**src/rtl/decode_stage_pkg.sv**
```systemverilog
// decode_stage_pkg: shared types and constants for the ID stage of the RV32I core.
// Latency: n/a (types, opcode constants and a pure decode helper only).
// Backpressure: n/a.
package decode_stage_pkg;

    // Fetch next-PC source: sequential PC or the target resolved in EX.
    typedef enum logic {
        NEXTPC     = 1'b0,
        ALU_RESULT = 1'b1
    } pc_mux;

    typedef enum logic [3:0] {
        ALU_ADD,
        ALU_SUB,
        ALU_SLL,
        ALU_SLT,
        ALU_SLTU,
        ALU_XOR,
        ALU_SRL,
        ALU_SRA,
        ALU_OR,
        ALU_AND,
        ALU_PASS_B
    } alu_op_t;

    localparam logic [6:0] OP     = 7'b0110011;
    localparam logic [6:0] OP_IMM = 7'b0010011;
    localparam logic [6:0] LOAD   = 7'b0000011;
    localparam logic [6:0] STORE  = 7'b0100011;
    localparam logic [6:0] BRANCH = 7'b1100011;
    localparam logic [6:0] JAL    = 7'b1101111;
    localparam logic [6:0] JALR   = 7'b1100111;
    localparam logic [6:0] LUI    = 7'b0110111;
    localparam logic [6:0] AUIPC  = 7'b0010111;

    typedef enum logic [1:0] {
        RUN,
        WAIT_TARGET,
        FLUSH
    } id_state_t;

    // ID/EX pipeline buffer contents.
    typedef struct packed {
        logic        valid;
        logic [31:0] pc;
        logic [31:0] rs1_data;
        logic [31:0] rs2_data;
        logic [31:0] imm;
        logic [4:0]  rd;
        alu_op_t     alu_op;
        logic        alu_src_imm;
        logic        mem_read;
        logic        mem_write;
        logic        reg_write;
        logic        ctrl_xfer;
        logic        illegal;
    } idex_t;

    // funct3/funct7[5] to ALU op. SUB only exists in the register form;
    // for shifts-right bit 30 selects arithmetic in both forms.
    function automatic alu_op_t alu_op_from_funct(input logic [2:0] funct3,
                                                  input logic       bit30,
                                                  input logic       is_reg);
        case (funct3)
            3'b000:  return (is_reg && bit30) ? ALU_SUB : ALU_ADD;
            3'b001:  return ALU_SLL;
            3'b010:  return ALU_SLT;
            3'b011:  return ALU_SLTU;
            3'b100:  return ALU_XOR;
            3'b101:  return bit30 ? ALU_SRA : ALU_SRL;
            3'b110:  return ALU_OR;
            default: return ALU_AND;
        endcase
    endfunction

endpackage

```
**src/rtl/decode_stage_regfile.sv**
```systemverilog
// regfile: 32x32 integer register file, x0 hardwired to zero, cleared on reset.
// Latency: reads are combinational; writes land on the rising clock edge.
// Backpressure: none; the write port is always accepted.
// Ports: clock, reset (async active-low), we/waddr/wdata write port, raddr1/2 -> rdata1/2.
// Config: ID_WB_BYPASS_EN defined forwards a same-cycle write to matching reads;
//         undefined, a read returns the pre-write value.
module regfile (
    input  logic        clock,
    input  logic        reset,
    input  logic        we,
    input  logic [4:0]  waddr,
    input  logic [31:0] wdata,
    input  logic [4:0]  raddr1,
    input  logic [4:0]  raddr2,
    output logic [31:0] rdata1,
    output logic [31:0] rdata2
);

    logic [31:0] regs [32];

    always_ff @(posedge clock or negedge reset) begin
        if (!reset) begin
            for (int i = 0; i < 32; i++) begin
                regs[i] <= '0;
            end
        end else if (we && (waddr != 5'd0)) begin
            regs[waddr] <= wdata;
        end
    end

`ifdef ID_WB_BYPASS_EN
    assign rdata1 = (raddr1 == 5'd0) ? '0 :
                    (we && (waddr == raddr1)) ? wdata : regs[raddr1];
    assign rdata2 = (raddr2 == 5'd0) ? '0 :
                    (we && (waddr == raddr2)) ? wdata : regs[raddr2];
`else
    assign rdata1 = (raddr1 == 5'd0) ? '0 : regs[raddr1];
    assign rdata2 = (raddr2 == 5'd0) ? '0 : regs[raddr2];
`endif

endmodule

```
**src/rtl/decode_stage.sv**
```systemverilog
// decode_stage: RV32I decode, register read, load-use/control hazard handling, issue into ID/EX.
// Latency: one cycle IF/ID -> ID/EX; stall_op and pc_mux_op are combinational.
// Backpressure: ex_stall_ip holds ID/EX and raises stall_op; a load-use hazard raises stall_op one cycle and issues a bubble.
// Ports: clock/reset (async active-low); IF/ID instr_valid_ip/instr_data_ip/instr_pc_addr_ip;
//        EX feedback alu_result_ip/alu_result_valid_ip/ex_stall_ip; WB wb_en_ip/wb_rd_ip/wb_data_ip;
//        to fetch pc_mux_op/stall_op; ID/EX buffer ex_*_op. Macro ID_WB_BYPASS_EN selects regfile bypass.
module decode_stage
    import decode_stage_pkg::*;
#(
    parameter logic [31:0] RESET_PC = 32'h0
) (
    input  logic        clock,
    input  logic        reset,
    input  logic        instr_valid_ip,
    input  logic [31:0] instr_data_ip,
    input  logic [31:0] instr_pc_addr_ip,
    input  logic [31:0] alu_result_ip,
    input  logic        alu_result_valid_ip,
    input  logic        ex_stall_ip,
    input  logic        wb_en_ip,
    input  logic [4:0]  wb_rd_ip,
    input  logic [31:0] wb_data_ip,
    output pc_mux       pc_mux_op,
    output logic        stall_op,
    output logic        ex_valid_op,
    output logic [31:0] ex_pc_op,
    output logic [31:0] ex_rs1_data_op,
    output logic [31:0] ex_rs2_data_op,
    output logic [31:0] ex_imm_op,
    output logic [4:0]  ex_rd_op,
    output alu_op_t     ex_alu_op_op,
    output logic        ex_alu_src_imm_op,
    output logic        ex_mem_read_op,
    output logic        ex_mem_write_op,
    output logic        ex_reg_write_op,
    output logic        ex_ctrl_xfer_op,
    output logic        ex_illegal_op
);

    // The resolved target itself is consumed by fetch; decode only needs its valid.
    logic unused_alu_result;
    assign unused_alu_result = ^alu_result_ip;

    logic [31:0] ins;
    logic [6:0]  opcode;
    logic [31:0] imm_i, imm_s, imm_b, imm_u, imm_j;
    logic [31:0] rs1_rdata, rs2_rdata;
    logic        uses_rs1, uses_rs2, load_use, stall_c;
    idex_t       dec, bubble, idex_d, idex_q;
    id_state_t   state_q, state_d;

    assign ins    = instr_data_ip;
    assign opcode = ins[6:0];
    assign imm_i  = {{20{ins[31]}}, ins[31:20]};
    assign imm_s  = {{20{ins[31]}}, ins[31:25], ins[11:7]};
    assign imm_b  = {{19{ins[31]}}, ins[31], ins[7], ins[30:25], ins[11:8], 1'b0};
    assign imm_u  = {ins[31:12], 12'b0};
    assign imm_j  = {{11{ins[31]}}, ins[31], ins[19:12], ins[20], ins[30:21], 1'b0};

    regfile u_regfile (
        .clock  (clock),
        .reset  (reset),
        .we     (wb_en_ip),
        .waddr  (wb_rd_ip),
        .wdata  (wb_data_ip),
        .raddr1 (ins[19:15]),
        .raddr2 (ins[24:20]),
        .rdata1 (rs1_rdata),
        .rdata2 (rs2_rdata)
    );

    always_comb begin
        dec          = '0;
        dec.valid    = 1'b1;
        dec.pc       = instr_pc_addr_ip;
        dec.rs1_data = rs1_rdata;
        dec.rs2_data = rs2_rdata;
        dec.rd       = ins[11:7];
        dec.alu_op   = ALU_ADD;
        uses_rs1     = 1'b0;
        uses_rs2     = 1'b0;
        case (opcode)
            OP: begin
                uses_rs1 = 1'b1; uses_rs2 = 1'b1;
                dec.reg_write = 1'b1;
                dec.alu_op    = alu_op_from_funct(ins[14:12], ins[30], 1'b1);
            end
            OP_IMM: begin
                uses_rs1 = 1'b1;
                dec.reg_write = 1'b1; dec.alu_src_imm = 1'b1; dec.imm = imm_i;
                dec.alu_op    = alu_op_from_funct(ins[14:12], ins[30], 1'b0);
            end
            LOAD: begin
                uses_rs1 = 1'b1;
                dec.mem_read = 1'b1; dec.reg_write = 1'b1;
                dec.alu_src_imm = 1'b1; dec.imm = imm_i;
            end
            STORE: begin
                uses_rs1 = 1'b1; uses_rs2 = 1'b1;
                dec.mem_write = 1'b1; dec.alu_src_imm = 1'b1;
                dec.imm = imm_s; dec.rd = '0;
            end
            BRANCH: begin
                uses_rs1 = 1'b1; uses_rs2 = 1'b1;
                dec.ctrl_xfer = 1'b1; dec.imm = imm_b; dec.rd = '0;
            end
            JAL: begin
                dec.ctrl_xfer = 1'b1; dec.reg_write = 1'b1;
                dec.alu_src_imm = 1'b1; dec.imm = imm_j;
            end
            JALR: begin
                uses_rs1 = 1'b1;
                dec.ctrl_xfer = 1'b1; dec.reg_write = 1'b1;
                dec.alu_src_imm = 1'b1; dec.imm = imm_i;
            end
            LUI: begin
                dec.reg_write = 1'b1; dec.alu_src_imm = 1'b1;
                dec.imm = imm_u; dec.alu_op = ALU_PASS_B;
            end
            AUIPC: begin
                dec.reg_write = 1'b1; dec.alu_src_imm = 1'b1; dec.imm = imm_u;
            end
            default: begin
                // Unknown opcode travels down as a non-writing bubble carrying the flag.
                dec.valid = 1'b0; dec.illegal = 1'b1; dec.rd = '0;
            end
        endcase
    end

    assign load_use = instr_valid_ip && idex_q.valid && idex_q.mem_read &&
                      (idex_q.rd != 5'd0) &&
                      ((uses_rs1 && (ins[19:15] == idex_q.rd)) ||
                       (uses_rs2 && (ins[24:20] == idex_q.rd)));

    always_comb begin
        state_d    = state_q;
        idex_d     = idex_q;
        stall_c    = 1'b0;
        pc_mux_op  = NEXTPC;
        bubble     = '0;
        bubble.pc  = instr_pc_addr_ip;
        case (state_q)
            RUN: begin
                if (ex_stall_ip) begin
                    stall_c = 1'b1;
                end else if (load_use) begin
                    stall_c = 1'b1;
                    idex_d  = bubble;
                end else if (!instr_valid_ip) begin
                    idex_d  = bubble;
                end else begin
                    idex_d  = dec;
                    if (dec.ctrl_xfer) state_d = WAIT_TARGET;
                end
            end
            WAIT_TARGET: begin
                pc_mux_op = ALU_RESULT;
                if (ex_stall_ip) stall_c = 1'b1;
                else             idex_d  = bubble;
                // The target can resolve even while EX holds ID/EX.
                if (alu_result_valid_ip) state_d = FLUSH;
            end
            FLUSH: begin
                if (ex_stall_ip) begin
                    stall_c = 1'b1;
                end else begin
                    idex_d  = bubble;
                    state_d = RUN;
                end
            end
            default: state_d = RUN;
        endcase
    end

    // Gated so fetch sees no stall while reset is asserted, whatever EX drives.
    assign stall_op = stall_c & reset;

    always_ff @(posedge clock or negedge reset) begin
        if (!reset) begin
            state_q   <= RUN;
            idex_q    <= '0;
            idex_q.pc <= RESET_PC;
        end else begin
            state_q   <= state_d;
            idex_q    <= idex_d;
        end
    end

    assign ex_valid_op       = idex_q.valid;
    assign ex_pc_op          = idex_q.pc;
    assign ex_rs1_data_op    = idex_q.rs1_data;
    assign ex_rs2_data_op    = idex_q.rs2_data;
    assign ex_imm_op         = idex_q.imm;
    assign ex_rd_op          = idex_q.rd;
    assign ex_alu_op_op      = idex_q.alu_op;
    assign ex_alu_src_imm_op = idex_q.alu_src_imm;
    assign ex_mem_read_op    = idex_q.mem_read;
    assign ex_mem_write_op   = idex_q.mem_write;
    assign ex_reg_write_op   = idex_q.reg_write;
    assign ex_ctrl_xfer_op   = idex_q.ctrl_xfer;
    assign ex_illegal_op     = idex_q.illegal;

endmodule
```
**config.mk**
```make
export PLATFORM = sky130hd
export DESIGN_NAME = decode_stage
export DESIGN_NICKNAME = d
export VERILOG_FILES = /design/src/rtl/decode_stage_pkg.sv /design/src/rtl/decode_stage_regfile.sv /design/src/rtl/decode_stage.sv
export SDC_FILE = /design/constraint.sdc
export NUM_CORES = 2
export LEC_CHECK = 0
export BUFFER_PORTS_ARGS = -buffer_cell sky130_fd_sc_hd__buf_2
export CORE_ASPECT_RATIO = 0.5
export CORE_UTILIZATION = 28
export DETAILED_ROUTE_END_ITERATION = 16
export PLACE_DENSITY = 0.47
export SETUP_SLACK_MARGIN = 0.15
export SLEW_MARGIN = 20
export SYNTH_ARGS = -nofsm -noshare
export SYNTH_HDL_FRONTEND = slang
export SYNTH_HIERARCHICAL = 1
export SYNTH_SLANG_ARGS = --single-unit
```
**constraint.sdc**
```tcl
create_clock -name clock -period 2.2 [get_ports clock]
set_clock_uncertainty 0.1 [all_clocks]
set_input_delay 0.33 -clock clock [delete_from_list [all_inputs] [get_ports clock]]
set_output_delay 0.33 -clock clock [all_outputs]
set_load 0.1 [all_outputs]
```
==> impl_metrics.csv <==
group,metric,value,unit
timing,rsz0062_at_grt,"yes",
clock_tree,root_buffer,"clkbuf_16",
pwr,vdd_drop_max,0.797,mV
floorplan,die_w,659,um
clock_tree,numCtsBuffers,120,
floorplan,fp.dieH,330,um
placement,dp_hpwl,158000,um
logic_synthesis,synthArstFlopShare,1.00,
min_path,hold_path.startpoint,"alu_result_valid_ip",
critical_path,required,1.77,ns
logic_synthesis,syn-num-nets,4250,
floorplan,floorplan.die_area,218000,um2
run,drv_cap,0,
timing,hold_viol,0,
outcome,violations,"negative setup slack",
route,met1Wirelength,107000,um
cells_and_area,layout-drive-gt1-share,0.551,
critical_path,worstSetupPathType,"reg -> out",
logic_synthesis,ys_ff_latch,1170,
min_path,hold_path.class,"in -> reg",
route,via_count,42200,
clock_tree,cts.clk_slew.worst_paths,0.06,ns
timing,finalSetupViolCount,115,
cells_and_area,area.growth.synth_to_final,25.2,%
logic_synthesis,synth-seq-area-share,0.485,
timing,holdWs,0.0747,ns
cells_and_area,mostFrequentLayoutCell,"dfrtp_1",
logic_synthesis,synth_edf_count,0,
logic_synthesis,ys_types,55,
floorplan,io_pins,285,
route,drtIter0Drc,3633,
placement,placed_area,70000,um2
route,top_layer,"met5",
critical_path,reg2reg_slack,-0.41,ns
critical_path,r2r_cells,8,
grt,grt_max_degree,94,
clock_tree,cts_sinks,1170,
timing,relSlewSlack,0.539,
route,wl_met3,14700,um
timing,tightestPinTransition,0.690,ns
logic_synthesis,synth.cell_area,60400,um2
clock_tree,clockBufferDepth,3,
critical_path,cp_max_fo,4,
placement,dp_slack,-0.613,ns
route,ant_nets,0,
logic_synthesis,synthCells,4106,
floorplan,start_util,0.282,
route,dr_wl_met2,109000,um
grt,grt_usage,0.215,
grt,antenna_found_initial,18,
cells_and_area,final_cell_mix,"dfrtp_1 (1157), mux2_2 (1029), mux4_2 (448), buf_4 (418), buf_12 (196)",
logic_synthesis,yosys_warnings,6,
min_path,worstHoldPathCells,4,
outcome,status,"finished with violations",
floorplan,core_region_area,214000,um2
timing,fmax,337,MHz
critical_path,r2r_end,"state_q[0]",
route,drtPass1Iterations,7,
route,drc,0,
logic_synthesis,postSynthAreaPerCell,14.7,um2
route,via_per_inst,5.52,
grt,grt_pass1_wl,337000,um
timing,maxSlewViolCount,0,
pwr,p_leak,32.8,nW
floorplan,rows,120,
critical_path,cp-end-kind,"output port",
timing,final.setup.tns,-34.60,ns
cells_and_area,nFillCells,20400,
critical_path,cp-start-kind,"register",
min_path,holdPathEnd,"state_q[0]",
route,drt-wirelength-per-cell,31.2,um
grt,grt_pass1_vias,43900,
clock_tree,tritoncts,"yes",
timing,period_share,1.35,
placement,numPortBuffers,252,
placement,globalplace.congestion,0.820,
logic_synthesis,ys_dominant_reg_cell,"dfrtp_1",
timing,finalWorstPathRequiredPeriod,2.96,ns
timing,setup_slack,-0.764,ns
critical_path,r2r-start,"ex_rd_op[1]",
clock_tree,h-tree-depth,3,
pwr,p_per_area,987,nW/um2
cells_and_area,final_cell_area,75700,um2
cells_and_area,fin_nets,4806,
grt,grt.overflow.total,0,
clock_tree,insertion_delay,0.76,ns
critical_path,worstPathArrival,2.53,ns
route,routed_wl,238000,um
[power by group]
group          internal, mW  switching [mW]  leakage (nW)  total (mW)
sequential             25.9            3.53          15.0        29.5
clock                  12.1            9.46          2.02        21.6
combinational          10.2            13.5          15.8        23.7
total                  48.3            26.5          32.8        74.7
[layout make-up]
| class | count | area (um2) | area share |
|---|---|---|---|
| repair buffers | 899 | 9310 | 0.123 |
| flip-flops and latches | 1170 | 29300 | 0.387 |
| clock inverters | 41 | 487 | 0.00643 |
| multi-input cells | 2462 | 29300 | 0.388 |
| well taps | 2867 | 3590 | 0.0474 |
| clock buffers | 179 | 3610 | 0.0476 |
| inverters | 9 | 37.5 | 0.000496 |
| diodes | 5 | 12.5 | 0.000165 |
[how the worst max path moves through the flow]
stage / startpoint / end / slack [ns] / cells after the start
final: ex_rd_op[4] / stall_op / -0.76 / 8
after global routing: ex_rd_op[3] / stall_op / -0.86 / 8
after CTS: ex_rd_op[2] / stall_op / -0.83 / 8
after detailed placement: instr_data_ip[21] / ex_rs2_data_op[31] / -0.61 / 8
after global placement: instr_data_ip[16] / ex_rs1_data_op[31] / -0.66 / 8
after floorplan: ex_rd_op[4] / stall_op / -0.28 / 6
[Yosys cell counts (all sizes together) (2+ instances only)]
cell type | instances | share of area
a311oi | 64 | 0.0093
a21boi | 2 | 0.00025
nor2b | 75 | 0.0078
a21o | 2 | 0.00025
buf | 240 | 0.022
or2 | 2 | 0.00021
a32o | 5 | 0.00083
a22oi | 70 | 0.0087
nand3 | 9 | 0.00075
nand2 | 87 | 0.0054
xor2 | 6 | 0.00087
clkbuf | 225 | 0.014
nand4 | 2 | 0.00021
o2111ai | 16 | 0.0023
mux2 | 1089 | 0.20
xnor2 | 4 | 0.00058
nand2b | 9 | 0.00093
ha | 5 | 0.0010
and3 | 6 | 0.00062
dfrtp | 1170 | 0.48
nor2 | 30 | 0.0020
a221oi | 48 | 0.0070
o21ai | 145 | 0.012
inv | 9 | 0.00056
nor3 | 11 | 0.00091
nor3b | 2 | 0.00041
and2 | 4 | 0.00041
a211oi | 64 | 0.0080
or4 | 3 | 0.00050
a22o | 79 | 0.011
a21oi | 29 | 0.0025
nand4b | 3 | 0.00043
mux2i | 132 | 0.022
mux4 | 448 | 0.17
[state kept, by name (all words and copies together), names as in the netlist]
name / flops
ex_reg_write_op: 1
state_q: 2
u_regfile/regs: 1024
ex_imm_op: 32
ex_rs2_data_op: 32
ex_valid_op: 1
ex_rs1_data_op: 32
ex_alu_op_op: 4
ex_rd_op: 5
ex_mem_read_op: 1
ex_pc_op: 32
ex_illegal_op: 1
ex_ctrl_xfer_op: 1
ex_alu_src_imm_op: 1
ex_mem_write_op: 1
[critical path, stage by stage (launching register included)]
cell     delay (ns)
dfrtp_4        0.51
buf_6          0.13
xor2_1         0.15
nor3_1         0.14
nand3_1        0.15
a21oi_4        0.22
nand2_2        0.09
a21oi_4        0.18
buf_12         0.20
[routing by layer]
metal | global-route usage | vias up
met5 | 0 | -
met4 | 0.0601 | 6
met3 | 0.0402 | 357
met2 | 0.339 | 1501
met1 | 0.303 | 23300
li1 | - | 17000
[cells by family (layout without fill, tap and decap cells)]
family	count (synthesis)	after routing	synth area share
AOI/OAI and AO/OA	532	532	0.0635
xor gates and xnor gates	10	10	0.00145
adders and majority gates	5	5	0.00104
buffers and inverters	474	1128	0.0367
DFF	1170	1170	0.485
muxes	1669	1669	0.392
other	0	5	0
and+or+nand+nor	246	246	0.0209
[through the flow]
stage	util	cells	power, mW
3_5_place_dp	0.327	7325	51.5
4_1_cts	0.353	7624	75.1
3_3_place_gp	0.327	7325	50.9
5_1_grt	0.353	7630	77.7
2_1_floorplan	-	4106	44.4
6_report	0.353	7632	74.7
[timing repair]
action	4_1_cts	5_1_grt
gates resized for setup	169	18
setup endpoints to repair	176	152
cloned	9	1
buffers inserted	17	3
hold endpoints to repair	704	0
pin swaps	21	13
hold buffers	53	0
(Power assumes the default switching activity.)
